File: config.mk
export PLATFORM = sky130hd
export DESIGN_NAME = aes_byte_loader_flat
export DESIGN_NICKNAME = d
export VERILOG_FILES = /design/src/rtl/aes_loader_pkg.sv /design/src/rtl/aes_byte_loader_if.sv /design/src/rtl/byte_shift_reg.sv /design/src/rtl/aes_byte_loader.sv /design/src/flat_wrapper.sv
export SDC_FILE = /design/constraint.sdc
export NUM_CORES = 2
export LEC_CHECK = 0
export ABC_AREA = 1
export CAP_MARGIN = 20
export CELL_PAD_IN_SITES_DETAIL_PLACEMENT = 1
export CELL_PAD_IN_SITES_GLOBAL_PLACEMENT = 2
export CORE_AREA = 2 2 314 316
export CTS_BUF_LIST = sky130_fd_sc_hd__clkbuf_8
export DETAILED_ROUTE_END_ITERATION = 8
export DIE_AREA = 0 0 316 318
export PLACE_DENSITY_LB_ADDON = 0.1
export SYNTH_ARGS = -nofsm -noshare
export SYNTH_HDL_FRONTEND = slang
export SYNTH_SLANG_ARGS = --single-unit
export TNS_END_PERCENT = 30
File: constraint.sdc
create_clock -name clk -period 50.8 [get_ports clk]
set_input_delay 5.08 -clock clk [delete_from_list [all_inputs] [get_ports clk]]
set_output_delay 5.08 -clock clk [all_outputs]
set_load 0.01 [all_outputs]
File: src/rtl/aes_loader_pkg.sv
// Shared constants and FSM state type for the AES byte-serial loader.
// Command bytes and field lengths live here so the loader and its bench agree.
package aes_loader_pkg;

  localparam logic [7:0] CMD_KEY  = 8'h6B;
  localparam logic [7:0] CMD_PT   = 8'h70;
  localparam logic [7:0] CMD_SIZE = 8'h73;

  localparam int unsigned KEY_BYTES = 32;
  localparam int unsigned PT_BYTES  = 16;

  typedef enum logic [2:0] {
    StIdle,
    StRxKey,
    StRxSize,
    StRxPt,
    StLoad,
    StWaitHi,
    StWaitLo,
    StTx
  } state_e;

endpackage

File: src/rtl/aes_byte_loader_if.sv
// Byte streams (rx/tx) plus the wide aes_core load/result bus, bundled for the loader.
// master = loader side, slave = host bridge / core side.
interface aes_byte_loader_if;

  logic [7:0]   rx_data;
  logic         rx_valid;
  logic         rx_ready;
  logic [7:0]   tx_data;
  logic         tx_valid;
  logic         tx_ready;
  logic         core_load;
  logic [255:0] core_key;
  logic [127:0] core_data;
  logic [1:0]   core_size;
  logic         core_dec;
  logic [127:0] core_result;
  logic         core_busy;

  modport master (
    input  rx_data, rx_valid, tx_ready, core_result, core_busy,
    output rx_ready, tx_data, tx_valid, core_load, core_key, core_data, core_size, core_dec
  );

  modport slave (
    output rx_data, rx_valid, tx_ready, core_result, core_busy,
    input  rx_ready, tx_data, tx_valid, core_load, core_key, core_data, core_size, core_dec
  );

endinterface

File: src/rtl/byte_shift_reg.sv
// Byte-wide shift-in shadow register; first byte ends up in the most significant position.
// next_o is the value including the current byte, so the owner can commit it on done_o.
module byte_shift_reg #(
  parameter int unsigned NumBytes = 16
) (
  input  logic                  clk,
  input  logic                  rst,
  input  logic                  clr_i,
  input  logic                  en_i,
  input  logic [7:0]            byte_i,
  output logic [NumBytes*8-1:0] next_o,
  output logic                  done_o
);

  localparam int unsigned Width = NumBytes * 8;
  localparam int unsigned CntW  = $clog2(NumBytes);

  logic [Width-1:0] shift_q;
  logic [CntW-1:0]  cnt_q;

  assign next_o = {shift_q[Width-9:0], byte_i};
  assign done_o = en_i && (cnt_q == CntW'(NumBytes - 1));

  always_ff @(posedge clk or posedge rst) begin
    if (rst) begin
      shift_q <= '0;
      cnt_q   <= '0;
    end else if (clr_i) begin
      cnt_q <= '0;
    end else if (en_i) begin
      shift_q <= next_o;
      cnt_q   <= done_o ? '0 : cnt_q + CntW'(1);
    end
  end

endmodule

File: src/rtl/aes_byte_loader.sv
// Byte-serial command front-end for aes_core: assembles key/size/plaintext, runs the core,
// and streams the 128-bit result back MSB first. err_o pulses on bad commands or timeout.
module aes_byte_loader
  import aes_loader_pkg::*;
#(
  parameter int unsigned TIMEOUT_CYCLES = 4096
) (
  input  logic                      clk,
  input  logic                      rst,
  aes_byte_loader_if.master         bus,
  output logic                      err_o
);

  localparam int unsigned CntW = $clog2(TIMEOUT_CYCLES + 1);

  state_e         state_q, state_d;
  logic [255:0]   key_q, key_d;
  logic [127:0]   data_q, data_d;
  logic [1:0]     size_q, size_d;
  logic [127:0]   result_q, result_d;
  logic [3:0]     tx_cnt_q, tx_cnt_d;
  logic [CntW-1:0] to_cnt_q, to_cnt_d;
  logic           err_q, err_d;

  logic           rx_fire, tx_fire, timed_out;
  logic           key_en, pt_en, key_done, pt_done, shadow_clr;
  logic [255:0]   key_next;
  logic [127:0]   pt_next;
  logic [6:0]     tx_base;

  assign rx_fire   = bus.rx_valid & bus.rx_ready;
  assign tx_fire   = bus.tx_valid & bus.tx_ready;
  assign timed_out = (to_cnt_q == CntW'(TIMEOUT_CYCLES - 1));

  assign key_en     = (state_q == StRxKey) && rx_fire;
  assign pt_en      = (state_q == StRxPt) && rx_fire;
  assign shadow_clr = (state_q == StIdle);

  byte_shift_reg #(.NumBytes(KEY_BYTES)) u_key_shadow (
    .clk    (clk),
    .rst    (rst),
    .clr_i  (shadow_clr),
    .en_i   (key_en),
    .byte_i (bus.rx_data),
    .next_o (key_next),
    .done_o (key_done)
  );

  byte_shift_reg #(.NumBytes(PT_BYTES)) u_pt_shadow (
    .clk    (clk),
    .rst    (rst),
    .clr_i  (shadow_clr),
    .en_i   (pt_en),
    .byte_i (bus.rx_data),
    .next_o (pt_next),
    .done_o (pt_done)
  );

  always_comb begin
    state_d  = state_q;
    key_d    = key_q;
    data_d   = data_q;
    size_d   = size_q;
    result_d = result_q;
    tx_cnt_d = tx_cnt_q;
    to_cnt_d = to_cnt_q;
    err_d    = 1'b0;

    unique case (state_q)
      StIdle: begin
        if (rx_fire) begin
          case (bus.rx_data)
            CMD_KEY:  state_d = StRxKey;
            CMD_SIZE: state_d = StRxSize;
            CMD_PT:   state_d = StRxPt;
            default:  err_d = 1'b1;
          endcase
        end
      end
      StRxKey: begin
        if (key_done) begin
          key_d   = key_next;
          state_d = StIdle;
        end
      end
      StRxSize: begin
        if (rx_fire) begin
          if (bus.rx_data <= 8'd2) begin
            size_d = bus.rx_data[1:0];
          end else begin
            err_d = 1'b1;
          end
          state_d = StIdle;
        end
      end
      StRxPt: begin
        if (pt_done) begin
          data_d  = pt_next;
          state_d = StLoad;
        end
      end
      StLoad: begin
        to_cnt_d = '0;
        state_d  = StWaitHi;
      end
      StWaitHi: begin
        if (timed_out) begin
          err_d   = 1'b1;
          state_d = StIdle;
        end else begin
          to_cnt_d = to_cnt_q + CntW'(1);
          if (bus.core_busy) state_d = StWaitLo;
        end
      end
      StWaitLo: begin
        // A completing core wins over a timeout landing on the same cycle.
        if (!bus.core_busy) begin
          result_d = bus.core_result;
          tx_cnt_d = '0;
          state_d  = StTx;
        end else if (timed_out) begin
          err_d   = 1'b1;
          state_d = StIdle;
        end else begin
          to_cnt_d = to_cnt_q + CntW'(1);
        end
      end
      StTx: begin
        if (tx_fire) begin
          if (tx_cnt_q == 4'd15) begin
            state_d = StIdle;
          end else begin
            tx_cnt_d = tx_cnt_q + 4'd1;
          end
        end
      end
      default: state_d = StIdle;
    endcase
  end

  always_ff @(posedge clk or posedge rst) begin
    if (rst) begin
      state_q  <= StIdle;
      key_q    <= '0;
      data_q   <= '0;
      size_q   <= '0;
      result_q <= '0;
      tx_cnt_q <= '0;
      to_cnt_q <= '0;
      err_q    <= 1'b0;
    end else begin
      state_q  <= state_d;
      key_q    <= key_d;
      data_q   <= data_d;
      size_q   <= size_d;
      result_q <= result_d;
      tx_cnt_q <= tx_cnt_d;
      to_cnt_q <= to_cnt_d;
      err_q    <= err_d;
    end
  end

  assign tx_base = {4'd15 - tx_cnt_q, 3'b000};

  assign bus.rx_ready  = (state_q == StIdle) || (state_q == StRxKey) ||
                         (state_q == StRxSize) || (state_q == StRxPt);
  assign bus.tx_valid  = (state_q == StTx);
  assign bus.tx_data   = (state_q == StTx) ? result_q[tx_base +: 8] : 8'h00;
  assign bus.core_load = (state_q == StLoad);
  assign bus.core_key  = key_q;
  assign bus.core_data = data_q;
  assign bus.core_size = size_q;
  assign bus.core_dec  = 1'b0;
  assign err_o         = err_q;

endmodule

File: src/flat_wrapper.sv
// flat-port wrapper written by rule: the top's interface ports become plain ports
module aes_byte_loader_flat import aes_loader_pkg::*;
#(
  parameter int unsigned TIMEOUT_CYCLES = 4096
)
  (clk, rst, err_o, bus_rx_data, bus_rx_valid, bus_tx_ready, bus_core_result, bus_core_busy, bus_rx_ready, bus_tx_data, bus_tx_valid, bus_core_load, bus_core_key, bus_core_data, bus_core_size, bus_core_dec);
  aes_byte_loader_if bus_i ();
  input  logic clk;
  input  logic rst;
  output logic err_o;
  input wire logic [$bits(bus_i.rx_data)-1:0] bus_rx_data;
  input wire logic [$bits(bus_i.rx_valid)-1:0] bus_rx_valid;
  input wire logic [$bits(bus_i.tx_ready)-1:0] bus_tx_ready;
  input wire logic [$bits(bus_i.core_result)-1:0] bus_core_result;
  input wire logic [$bits(bus_i.core_busy)-1:0] bus_core_busy;
  output wire logic [$bits(bus_i.rx_ready)-1:0] bus_rx_ready;
  output wire logic [$bits(bus_i.tx_data)-1:0] bus_tx_data;
  output wire logic [$bits(bus_i.tx_valid)-1:0] bus_tx_valid;
  output wire logic [$bits(bus_i.core_load)-1:0] bus_core_load;
  output wire logic [$bits(bus_i.core_key)-1:0] bus_core_key;
  output wire logic [$bits(bus_i.core_data)-1:0] bus_core_data;
  output wire logic [$bits(bus_i.core_size)-1:0] bus_core_size;
  output wire logic [$bits(bus_i.core_dec)-1:0] bus_core_dec;
  assign bus_i.rx_data = bus_rx_data;
  assign bus_i.rx_valid = bus_rx_valid;
  assign bus_i.tx_ready = bus_tx_ready;
  assign bus_i.core_result = bus_core_result;
  assign bus_i.core_busy = bus_core_busy;
  assign bus_rx_ready = bus_i.rx_ready;
  assign bus_tx_data = bus_i.tx_data;
  assign bus_tx_valid = bus_i.tx_valid;
  assign bus_core_load = bus_i.core_load;
  assign bus_core_key = bus_i.core_key;
  assign bus_core_data = bus_i.core_data;
  assign bus_core_size = bus_i.core_size;
  assign bus_core_dec = bus_i.core_dec;
  aes_byte_loader #(.TIMEOUT_CYCLES(TIMEOUT_CYCLES)) u_core (.clk(clk), .rst(rst), .bus(bus_i), .err_o(err_o));
endmodule
### Word-level counts from Yosys, hierarchy flattened

Cells that the tools add are included.

* output and inout bits: 399
* bits in read-only memories: 0
* word-level logic and storage cells: 104
* bits in latches: 0
* memories: 0
* register bits after elaboration: 912
* input port bits: 141
* memory bits (writable): 0

* div/mod/pow operators: 0
* add/subtract/negate cells: 5
* equality and inequality tests: 26
* multiply operators: 0
* reduce and logical (&&, ||, !) cells: 22
* $lt $le $gt $ge: 1
* muxes and demuxes: 33
* bitwise logic cells: 4
* shift-type cells: 1

Operators by type and width (count)
* $shiftx 128x8->8: 1
* $pmux 13 s3: 1
* $mux 3: 10
* $mux 13: 2
* $eq 8x7->1 const B: 3
* $mux 4: 6
* $pmux 3 s8: 1
* $mux 5: 3
* $ne 2x2->1 const B: 7
* $add 13x1->13 const B: 1
* $eq 13x12->1 const B: 1
* $eq 3x3->1 const B: 4
* $reduce_and 2->1: 6
* $pmux 3 s3: 1
* $reduce_and 9->1: 1
* $add 4x1->4 const B: 2
* $eq 4x4->1 const B: 2
* $le 8x2->1 const B: 1
* $mux 8: 1
* $pmux 4 s2: 1
* $eq 3x2->1 const B: 2
* $mux 1: 6
* $ne 3x2->1 const B: 2
* $reduce_bool 2->1: 3
* other kinds (16): 24

### Depth between registers and ports, before layout

* word-level depth: 10
* mapped depth: 10
* mapped depth without buffers: 10

### Hierarchy

From an unflattened synthesis, not the netlist that was laid out.

* cells, all modules: 3324
* area total of the unflattened synthesis: 36393.7 sq um

Modules (own cells, without submodules)
* aes_byte_loader: cells each 1862, times used 1, area an instance 22014.9 sq um
* byte_shift_reg (u_core.u_key_shadow): cells each 973, times used 1, area an instance 9470.3 sq um
* byte_shift_reg (u_core.u_pt_shadow): cells each 489, times used 1, area an instance 4908.5 sq um

### Worst setup path before layout

OpenSTA, ideal clock, no wires.

* path type: flip-flop to output port
* from: register u_core.tx_cnt_q[0]
* to: output bus_tx_data[1]
* buffers on the path: 2
* path slack: 44355 ps
* data arrival time: 1365 ps
* cell stages (with the launch flop): 9
* cell sequence: dfrtp_1 -> buf_2 -> clkbuf_1 -> o211ai_1 -> nand2_1 -> nand2_1 -> nand2_1 -> inv_1 -> a21oi_1

* longest elaborated chain between the ends: 3

Ends and longest elaborated chain
* start: declaration: RTL line aes_byte_loader.sv:21 `logic [3:0] tx_cnt_q, tx_cnt_d;`
* start signal: assignment: RTL line aes_byte_loader.sv:157 `tx_cnt_q <= tx_cnt_d;`
* $sub 4x4->4: RTL line aes_byte_loader.sv:163 `assign tx_base = {4'd15 - tx_cnt_q, 3'b000};`
* $shiftx 128x8->8: RTL line aes_byte_loader.sv:168 `assign bus.tx_data = (state_q == StTx) ? result_q[tx_base +: 8] : 8'h00;`
* $mux 8: RTL line aes_byte_loader.sv:168
* end: declaration: RTL line flat_wrapper.sv:17 `output wire logic [$bits(bus_i.tx_data)-1:0] bus_tx_data;`

Every way passes these cells.

### Worst setup path in the final report

* from: register u_core.tx_cnt_q[0]
* to: output bus_tx_data[2]

Same word-level chain as after synthesis.

==> impl_metrics.yaml <==
floorplanning:
  chipHeight_um: 318
  die_area_um2: 100000
  core_area_um2: 97400
  rows: 115
  die_w_um: 316
  io_pins: 540
  floorplan.initialDensity: 0.367
finish:
  fillcell_total: 11111
  final_common_cell: "sky130_fd_sc_hd__nand2_1"
  post_route_cells_drive_above_1_share: 0.0587
  syn2layout_area_growth_pct: 26.0
  finalInstanceArea_um2: 45100
  layout.cells.most_common_list: "1165 x sky130_fd_sc_hd__nand2_1, 910 x sky130_fd_sc_hd__dfrtp_1, 538 x sky130_fd_sc_hd__clkdlybuf4s50_1"
  core_occupancy_in_the_finished_layout: 0.463
  finish.net_count: 4511
setup_path:
  crit_family: "buffers and inverters"
  critical_path.startpoint_type: "flip-flop"
  setup.worst_path.end_class: "primary output"
  setup.worst_path.class: "flip-flop to primary output"
  crit_path_frequent_cell: "sky130_fd_sc_hd__nand3_1"
  cp.buffers_inverters: 2
  timing.critical_path.arrival_ns: 3.68
  timing.critical_path.slowest_stage_cell: "sky130_fd_sc_hd__dfrtp_4"
  timing.reg2reg.setup_slack_ns: 46.97
  path_cells: "buf_4 -> o211ai_1 -> nand3_1 -> nand3_1 -> a21oi_1 -> clkdlybuf4s50_1"
  worst_ep_required_time_ns: 45.72
  critical_path.max_fanout: 70
  timing.critical_path.slowest_cell_delay_ns: 0.81
sta:
  final_max_slew_viol_count: 0
  setup_violators_final: 0
  final.period_utilization: 0.172
  timing.final.crit_period_ns: 8.76
  tns_ns: 0
  max_freq_mhz: 114
  clock-skew-final_ns: 0.0299
  slew_headroom: 0.183
  postLayoutSetupSlackWorst_ns: 42.04
  slew_worst_pin_ns: 1.23
  finalHoldViolCount: 0
  rsz0062_at_grt: "false"
job:
  drv_cap: 0
routing:
  detailedRoute.firstPassIterationCount: 6
  route.final.wire_length_um: 104000
  dr_wl_cell_um: 18.0
  drc_errors: 0
  drt.antenna.violating_nets: 0
  vias_per_cell: 4.69
  detail_route.iter0.violations: 1741
  routed-via-count: 27089
yosys:
  synth-simple-area-share: 0.138
  synth_sequential_area_ratio: 0.638
  post_synth_instance_area_um2: 35800
  synth-compound-area-share: 0.135
  synth_top_area_cell: "sky130_fd_sc_hd__dfrtp_1"
  post_synth_main_area_contributors: "sky130_fd_sc_hd__dfrtp_1 64%, sky130_fd_sc_hd__nand2_1 12%, sky130_fd_sc_hd__o21ai_1 6.9%, sky130_fd_sc_hd__o21ai_0 5.1%, sky130_fd_sc_hd__inv_1 4.9%"
  synthMuxAreaShare: 0.00283
  adder_cell_share_of_the_synthesized_area: 0.00175
  synth_cell_types: 36
  synth_top_cell_area_share: 0.638
  post_synth.cell_area_avg_um2: 9.29
  synth_warnings: 0
  synth_async_sr_flop_share: 1.00
  post_synth_xor_xnor_area: 0.00269
  ys_seq_elements: 912
  yosys_most_used_dff: "sky130_fd_sc_hd__dfrtp_1"
  synth_edf_count: 0
  combinational_family_with_the_most_area_after_synthesis: "simple AND/OR/NAND/NOR gates"
  syn_nets: 3998
  synth_cells: 3852
place:
  gp_congestion: 0.778
  place_area_um2: 41900
  numPortBuffers: 538
  dpl_ws_ns: 41.84
  dp.final_hpwl_um: 69100
global_route:
  grt_max_degree: 253
  gr-usage-met2: 0.334
  grt.busiest_layer: "met2"
  grt_util_met1: 0.277
  total_global_routing_overflow: 0
  grt_pass1_wl_um: 163000
  grt_pass1_vias: 28273
  track_usage: 0.208
  grt_antenna_before_repair: 5
  gr-usage-met3: 0.0546
clocking:
  cts_tree: "built"
  post_cts.resized_instances: 0
  clk-insertion-delay-late_ns: 0.82
  cts-htree-levels: 4
  number_of_sinks_driven_by_the_clock_tree: 912
  holdBufCountCts: 0
  clock-root-buffer: "sky130_fd_sc_hd__clkbuf_8"
  cts-buffers-inserted: 166
  cts.reportedPaths.clkPinSlew_ns: 0.06
  cts.repair_timing.setup_buffer_count: 0
  cts_max_path_buffers: 3
power:
  power_per_cell_area_nw_per_um2: 46.0
  worst_ir_drop_vdd_uv: 22.0
  power.leakage_nw: 20.6
hold_path:
  hp-class: "flip-flop to flip-flop"
status:
  outcome: "completed"
-- metrics by stage --
stage	total power [mW]	instances	hold slack (ns)
after floorplan	1.30	3852	0.437
after global placement	1.42	5482	0.449
after detailed placement	1.43	5482	0.455
after CTS	2.11	5766	0.469
after global routing	2.23	5774	0.486
final	2.07	5774	0.464
-- tightest hold or removal path, delay by kind of cell (launching register included) --
kind / cells / cell delay [ns]
flip-flops: 1 / 0.34
AND/OR/NAND/NOR: 1 / 0.05
AO/OA/AOI/OAI: 1 / 0.06
-- final timing paths --
kind | startpoint | endpoint | depth (start not counted)
max reg2reg | u_core.u_key_shadow.cnt_q[0]$_DFFE_PP0P_ | u_core.bus.core_key[162]$_DFFE_PP0P_ | 9
max in group asynchronous | rst | u_core.bus.core_key[141]$_DFFE_PP0P_ | 5
max | u_core.tx_cnt_q[0]$_DFFE_PP0P_ | bus_tx_data[2] | 6
min reg2reg | u_core.u_key_shadow.shift_q[22]$_DFFE_PP0P_ | u_core.u_key_shadow.shift_q[30]$_DFFE_PP0P_ | 2
min | u_core.u_key_shadow.shift_q[22]$_DFFE_PP0P_ | u_core.u_key_shadow.shift_q[30]$_DFFE_PP0P_ | 2
min in group asynchronous | rst | u_core.bus.core_data[121]$_DFFE_PP0P_ | 2
-- cell usage after synthesis (2+ instances only) --
cell type,n
sky130_fd_sc_hd__a21oi_1,45
sky130_fd_sc_hd__buf_1,8
sky130_fd_sc_hd__buf_2,141
sky130_fd_sc_hd__buf_4,35
sky130_fd_sc_hd__clkbuf_1,34
sky130_fd_sc_hd__clkinv_1,2
sky130_fd_sc_hd__dfrtp_1,912
sky130_fd_sc_hd__ha_1,5
sky130_fd_sc_hd__inv_1,467
sky130_fd_sc_hd__inv_2,9
sky130_fd_sc_hd__mux2_1,8
sky130_fd_sc_hd__nand2_1,1165
sky130_fd_sc_hd__nand2_2,4
sky130_fd_sc_hd__nand3_1,52
sky130_fd_sc_hd__nand4_1,4
sky130_fd_sc_hd__nor2_1,34
sky130_fd_sc_hd__nor2_4,5
sky130_fd_sc_hd__nor3_1,5
sky130_fd_sc_hd__o211ai_1,32
sky130_fd_sc_hd__o21ai_0,365
sky130_fd_sc_hd__o21ai_1,492
sky130_fd_sc_hd__o21bai_1,3
sky130_fd_sc_hd__o22ai_1,3
sky130_fd_sc_hd__xnor2_1,2
sky130_fd_sc_hd__xor2_1,9
-- area by class of cell --
type | count | area, um2 | share of cell area
inverters | 478 | 1810 | 0.0401
multi-input cells | 2243 | 10000 | 0.223
repair buffers | 564 | 5660 | 0.126
flip-flops and latches | 912 | 22800 | 0.506
well taps | 1287 | 1610 | 0.0357
clock buffers | 200 | 2750 | 0.0611
clock inverters | 84 | 362 | 0.00802
diodes | 6 | 15.0 | 0.000333
-- logic make-up after synthesis --
family	after synthesis
fa+ha+maj	5
mux	9
buf+inv	697
xor+xnor	11
flops	912
simple gates	1273
compound gates	944
other cells	1
-- report_power, final --
| part | internal [mW] | switching (mW) | leakage [nW] | total (mW) |
|---|---|---|---|---|
| combinational | 0.130 | 0.274 | 6.69 | 0.405 |
| sequential | 0.906 | 0.105 | 12.1 | 1.01 |
| clock | 0.353 | 0.305 | 1.85 | 0.658 |
-- routing by layer --
layer | vias to the layer above | wire, um
met4 | 4 | 2090
met5 | - | 28
met3 | 145 | 5460
met2 | 496 | 49200
li1 | 13203 | -
met1 | 13241 | 47100
-- sequential cells by signal (all words and copies together), names as in the netlist --
register / count
u_core.to_cnt_q: 13
u_core.state_q: 3
u_core.bus.core_size: 2
u_core.u_pt_shadow.cnt_q: 4
u_core.tx_cnt_q: 4
u_core.bus.core_data: 128
u_core.err_o: 1
u_core.u_pt_shadow.shift_q: 120
u_core.u_key_shadow.cnt_q: 5
u_core.bus.core_key: 256
u_core.result_q: 128
u_core.u_key_shadow.shift_q: 248
Power figures use the tool's default switching activity.
